[config.mk]
export PLATFORM = sky130hd
export DESIGN_NAME = uart_rx_frame_flat
export DESIGN_NICKNAME = d
export VERILOG_FILES = /design/src/rtl/uart_rx_frame_if.sv /design/src/rtl/uart_rx_frame.sv /design/src/flat_wrapper.sv
export SDC_FILE = /design/constraint.sdc
export NUM_CORES = 1
export LEC_CHECK = 0
export CAP_MARGIN = 20
export CORE_ASPECT_RATIO = 0.7
export CORE_MARGIN = 3
export CORE_UTILIZATION = 50
export CTS_CLUSTER_DIAMETER = 80
export DETAILED_ROUTE_END_ITERATION = 7
export PLACE_DENSITY_LB_ADDON = 0.1
export SYNTH_ARGS = -nofsm -noshare
export SYNTH_HDL_FRONTEND = slang
export SYNTH_SLANG_ARGS = --single-unit
[constraint.sdc]
create_clock -name clk -period 5.8 [get_ports clk]
set_input_delay 1.74 -clock clk [delete_from_list [all_inputs] [get_ports clk]]
set_output_delay 1.74 -clock clk [all_outputs]
set_load 0.01 [all_outputs]
[src/rtl/uart_rx_frame_if.sv]
// ---------------------------------------------------------------------------
// uart_rx_frame_if
// Byte-stream handshake between the UART receiver and its consumer.
//   data_out   : received byte, stable while data_valid is high
//   data_valid : buffer holds an unconsumed byte
//   data_ready : consumer takes the byte on a data_valid && data_ready cycle
// master = the receiver (produces bytes), slave = the consumer.
// ---------------------------------------------------------------------------
interface uart_rx_frame_if;
  logic [7:0] data_out;
  logic       data_valid;
  logic       data_ready;

  modport master (
    output data_out,
    output data_valid,
    input  data_ready
  );

  modport slave (
    input  data_out,
    input  data_valid,
    output data_ready
  );
endinterface

[src/rtl/uart_rx_frame.sv]
// ---------------------------------------------------------------------------
// uart_rx_frame
// 8N1 UART receiver with 3-sample mid-bit majority voting and a one-entry
// valid/ready output buffer.
// Ports:
//   clk        : system clock, rising edge
//   rst        : asynchronous active-high reset
//   uart_rxd   : asynchronous serial input, idles high
//   bus        : byte handshake (data_out / data_valid / data_ready), master
//   frame_err  : 1-cycle pulse, stop bit sampled low (byte discarded)
//   overrun    : 1-cycle pulse, good byte dropped because buffer was full
//   busy       : high in START, DATA and STOP
// ---------------------------------------------------------------------------
module uart_rx_frame #(
  parameter int CLK_FREQ = 50_000_000,
  parameter int BAUD     = 115200,
  parameter int BIT_CNT  = CLK_FREQ / BAUD,
  parameter int HALF     = BIT_CNT / 2
) (
  input  logic               clk,
  input  logic               rst,
  input  logic               uart_rxd,
  uart_rx_frame_if.master    bus,
  output logic               frame_err,
  output logic               overrun,
  output logic               busy
);

  localparam int CW = $clog2(BIT_CNT);

  localparam logic [CW-1:0] CNT_LAST = CW'(BIT_CNT - 1);
  localparam logic [CW-1:0] CNT_S0   = CW'(HALF - 1);
  localparam logic [CW-1:0] CNT_S1   = CW'(HALF);
  localparam logic [CW-1:0] CNT_S2   = CW'(HALF + 1);

  typedef enum logic [2:0] {
    ARM,
    IDLE,
    START,
    DATA,
    STOP
  } state_t;

  state_t          state;
  logic [CW-1:0]   cnt;
  logic [2:0]      bit_idx;
  logic [1:0]      smp;
  logic [7:0]      shreg;

  logic            sync_q;
  logic            rx_s;
  logic            rx_d;

  // NOTE: the synchroniser resets to the idle (high) level so that releasing
  // reset can never look like a falling edge / start bit.
  always_ff @(posedge clk or posedge rst) begin
    if (rst) begin
      sync_q <= 1'b1;
      rx_s   <= 1'b1;
      rx_d   <= 1'b1;
    end else begin
      sync_q <= uart_rxd;
      rx_s   <= sync_q;
      rx_d   <= rx_s;
    end
  end

  logic       fall;
  logic       mid;
  logic       sample_en;
  logic [2:0] votes;
  logic       maj;

  assign fall      = rx_d && !rx_s;
  assign mid       = (cnt == CNT_S2);
  assign sample_en = (cnt == CNT_S0) || (cnt == CNT_S1);
  // smp holds the samples from HALF-1 and HALF; the third vote is rx_s
  // itself, taken live in the HALF+1 decision cycle.
  assign votes     = {smp, rx_s};
  assign maj       = (votes[0] & votes[1]) | (votes[0] & votes[2]) |
                     (votes[1] & votes[2]);

  // NOTE: all state below uses non-blocking assignments; later assignments in
  // the same cycle override earlier defaults (e.g. a load beats a handshake).
  always_ff @(posedge clk or posedge rst) begin
    if (rst) begin
      state          <= ARM;
      cnt            <= '0;
      bit_idx        <= '0;
      smp            <= '0;
      shreg          <= '0;
      bus.data_out   <= 8'h00;
      bus.data_valid <= 1'b0;
      frame_err      <= 1'b0;
      overrun        <= 1'b0;
      busy           <= 1'b0;
    end else begin
      frame_err <= 1'b0;
      overrun   <= 1'b0;

      if (sample_en) begin
        smp <= {smp[0], rx_s};
      end

      if (bus.data_valid && bus.data_ready) begin
        bus.data_valid <= 1'b0;
      end

      case (state)
        // Wait for a full bit time of continuous idle so a reset or framing
        // error in mid-frame cannot lock onto a data-bit edge.
        ARM: begin
          if (!rx_s) begin
            cnt <= '0;
          end else if (cnt == CNT_LAST) begin
            cnt   <= '0;
            state <= IDLE;
          end else begin
            cnt <= cnt + 1'b1;
          end
        end

        IDLE: begin
          if (fall) begin
            cnt   <= '0;
            state <= START;
            busy  <= 1'b1;
          end
        end

        START: begin
          if (mid && maj) begin
            // Line back high at mid-start: glitch, not a frame.
            cnt   <= '0;
            state <= IDLE;
            busy  <= 1'b0;
          end else if (cnt == CNT_LAST) begin
            cnt     <= '0;
            bit_idx <= '0;
            state   <= DATA;
          end else begin
            cnt <= cnt + 1'b1;
          end
        end

        DATA: begin
          if (mid) begin
            shreg[bit_idx] <= maj;
          end
          if (cnt == CNT_LAST) begin
            cnt <= '0;
            if (bit_idx == 3'd7) begin
              state <= STOP;
            end else begin
              bit_idx <= bit_idx + 3'd1;
            end
          end else begin
            cnt <= cnt + 1'b1;
          end
        end

        // Decide at mid-stop and leave immediately, so a fast transmitter's
        // next start bit is not missed.
        STOP: begin
          if (mid) begin
            cnt  <= '0;
            busy <= 1'b0;
            if (maj) begin
              state <= IDLE;
              if (!bus.data_valid || bus.data_ready) begin
                bus.data_out   <= shreg;
                bus.data_valid <= 1'b1;
              end else begin
                overrun <= 1'b1;
              end
            end else begin
              frame_err <= 1'b1;
              state     <= ARM;
            end
          end else begin
            cnt <= cnt + 1'b1;
          end
        end

        default: begin
          cnt   <= '0;
          busy  <= 1'b0;
          state <= ARM;
        end
      endcase
    end
  end

endmodule

[src/flat_wrapper.sv]
// flat-port wrapper written by rule: the top's interface ports become plain ports
module uart_rx_frame_flat 
#(
  parameter int CLK_FREQ = 50_000_000,
  parameter int BAUD     = 115200,
  parameter int BIT_CNT  = CLK_FREQ / BAUD,
  parameter int HALF     = BIT_CNT / 2
)
  (clk, rst, uart_rxd, frame_err, overrun, busy, bus_data_out, bus_data_valid, bus_data_ready);
  uart_rx_frame_if bus_i ();
  input  logic clk;
  input  logic rst;
  input  logic uart_rxd;
  output logic frame_err;
  output logic overrun;
  output logic busy;
  output wire logic [$bits(bus_i.data_out)-1:0] bus_data_out;
  output wire logic [$bits(bus_i.data_valid)-1:0] bus_data_valid;
  input wire logic [$bits(bus_i.data_ready)-1:0] bus_data_ready;
  assign bus_data_out = bus_i.data_out;
  assign bus_data_valid = bus_i.data_valid;
  assign bus_i.data_ready = bus_data_ready;
  uart_rx_frame #(.CLK_FREQ(CLK_FREQ), .BAUD(BAUD), .BIT_CNT(BIT_CNT), .HALF(HALF)) u_core (.clk(clk), .rst(rst), .uart_rxd(uart_rxd), .bus(bus_i), .frame_err(frame_err), .overrun(overrun), .busy(busy));
endmodule
==> metrics <==
run status=complete, no violations; CTS tree=yes; io pins=16; unrepaired setup endpoints after global routing=false; Seq/Total Area, Yosys=50.7%; Die Span X=81.3 microns; ys async rst share=100%; syn_area_per_cell=11.5 sq um; # hold bufs at CTS=0; mapped cell area=0.00198 sq mm; initial antenna violation count=0; worst hold-check path type=flop to flop; Primary FF master, synth=dfrtp_1; largest net degree at the start of global routing=41; Port Buffers=15; EDFF count, synth=0; Root Buffer=clkbuf_8; first-iteration detailed-routing DRC count=90; CP Capture Type=flop; Clock Latency Late Sink=280 ps; clk buf depth=2; WP data arrival=3190 ps; worst r2r path cells=4; Routed Antenna Nets=0; final setup vio count=0; Antenna diodes=0; Crit Path Max Fanout=8; Area growth, synth to finish=13.4%; f_max=331 MHz; critical path startpoint category=input port; Slew Limit Headroom=39.2%; worst endpoint required time=5970 ps; Worst Setup EP=u_core.bus.data_out[4]; reg2reg setup slack=3480 ps; core box area=0.00367 sq mm; syn_nets=182; Syn. warnings=0; vias per cell=5.71; WL per Instance=15.3 microns; Fin. Hold Viols=0; worst slew pin tran=888 ps; min Tclk post-route=3020 ps; Pre-antenna DRT Iters=4; Slew Viols, Final=0; maximum vdd drop=0.159 mV; Die Height=58.7 microns; GRT Resource Usage Total=17.4%; leading cell type in the layout, fill and taps excluded=dfrtp_1; Max Clock Skew=9.17 ps; DP HPWL=2600 microns; fill cell count=311; DR vias=1364; most frequent cells in the layout=dfrtp_1, mux2_2, clkdlybuf4s50_1; reg2reg end=u_core.bus.data_out[4]; GP Congestion=0.815; Placement Rows=18; Sink Count=40; power density over cell area=213 mW/mm^2; CTS Buf Count=5; worst setup path start=bus_data_ready; first-pass GRT wire length=6220 microns; post-CTS sizing=0; # DRC=0; Reg clk slew, reported paths=70 ps; flop and latch count out of synthesis=40; Die ar.=0.00477 sq mm; static leakage=0.957 nW; GR Overflow Total=0; Net count, final=198; cell count after synthesis=172; drt total wl=3660 microns; share of cells above drive strength 1=21.2%; reg2reg start=u_core.rx_s; H-tree depth=2; vias in the first global route=1348; Synth cell types=46; Pwr Total=0.000478 W; final period utilization=52.1%; Setup TNS Final=0 ps; Setup Buffers After CTS=0; max_cap viols=0; WS Path Type=input port to flop; Initial Utilization=54.0%
-- how the worst min path moves through the flow --
stage / cells past startpoint / from / slack (ps) / end
after floorplan: 0 / u_core.sync_q / 350 / u_core.rx_s
after global placement: 0 / u_core.sync_q / 350 / u_core.rx_s
after detailed placement: 0 / u_core.sync_q / 350 / u_core.rx_s
after CTS: 0 / u_core.sync_q / 360 / u_core.rx_s
after global routing: 0 / u_core.sync_q / 360 / u_core.rx_s
final: 0 / u_core.sync_q / 360 / u_core.rx_s
-- state kept, by name, summed over array words and instances (netlist names) --
name and flops:
u_core.overrun 1, u_core.shreg 8, u_core.state 3, u_core.cnt 9
u_core.bit_idx 3, u_core.smp 2, u_core.rx_d 1, u_core.busy 1
u_core.sync_q 1, u_core.bus.data_valid 1, u_core.rx_s 1, u_core.frame_err 1
u_core.bus.data_out 8
-- cell families (layout without fill, tap and decap cells) --
| family | after synthesis | in the layout | share of synthesized area, % |
|---|---|---|---|
| mux | 20 | 20 | 11.3 |
| buf+inv | 14 | 31 | 3.16 |
| fa+ha+maj | 7 | 7 | 4.29 |
| xor+xnor | 5 | 5 | 2.21 |
| simple gates | 60 | 60 | 18.9 |
| compound gates | 26 | 26 | 9.47 |
| flops | 40 | 40 | 50.7 |
-- area by class of cell --
type                            count  area [sq um]  area share, %
Sequential cell                    40          1000           44.7
Multi-Input combinational cell    118           915           40.7
Timing Repair Buffer               17           163           7.24
Clock buffer                        8          80.1           3.56
Tap cell                           50          62.6           2.78
Inverter                            6          22.5           1.00
-- per-layer routing --
layer  track usage, %  up-vias  part of all wire (%)
met1             24.9      682                    51
met2             26.1       25                    44
met4             5.06        0                  0.93
li1                 -      652                     -
met3             4.59        5                   4.1
met5                0        -                     0
-- cell usage after synthesis, types with 2 or more instances --
cell type  number  area [sq um]
nor3_1          9          45.0
a22o_1          4          35.0
nor4_1          2          12.5
inv_1           6          22.5
o21ai_0         5          25.0
nand2_1         9          33.8
nand3b_1        2          15.0
xnor2_1         5          43.8
nor3b_2         2          25.0
o2bb2ai_1       2          17.5
nor2b_1         2          12.5
dfrtp_1        37           926
nand3_1         6          30.0
ha_1            6          75.1
o211ai_1        2          15.0
mux2_2         19           214
a21oi_1         4          20.0
nand2b_1        3          18.8
clkbuf_1        4          15.0
nor2_1         10          37.5
dfstp_2         3          78.8
o31ai_1         2          15.0
buf_4           2          15.0
and4b_1         2          20.0
nor4bb_1        2          20.0
nor4b_1         2          17.5
-- worst max-delay path: stages --
cell and delay, ps:
clkdlybuf4s50_1 440, nand2b_1 140, nor3b_4 470, mux2_2 400
-- stage by stage --
step,util [%],instance area (sq um),hold slack (ps),std cells,setup WS [ps]
final,61.2,2250,358,239,2780
after global routing,61.2,2250,364,239,2730
after CTS,61.1,2240,359,238,2780
after detailed placement,58.9,2160,349,230,2470
after global placement,58.9,2160,347,230,2540
after floorplan,-,1980,345,172,3120
-- where the power goes --
part           internal [W]  switching (W)  total (W)
Sequential         0.000282     0.00000362   0.000286
Combinational    0.00000699      0.0000108  0.0000178
Clock             0.0000855      0.0000886   0.000174
Total              0.000375       0.000103   0.000478
(Power assumes the default switching activity.)
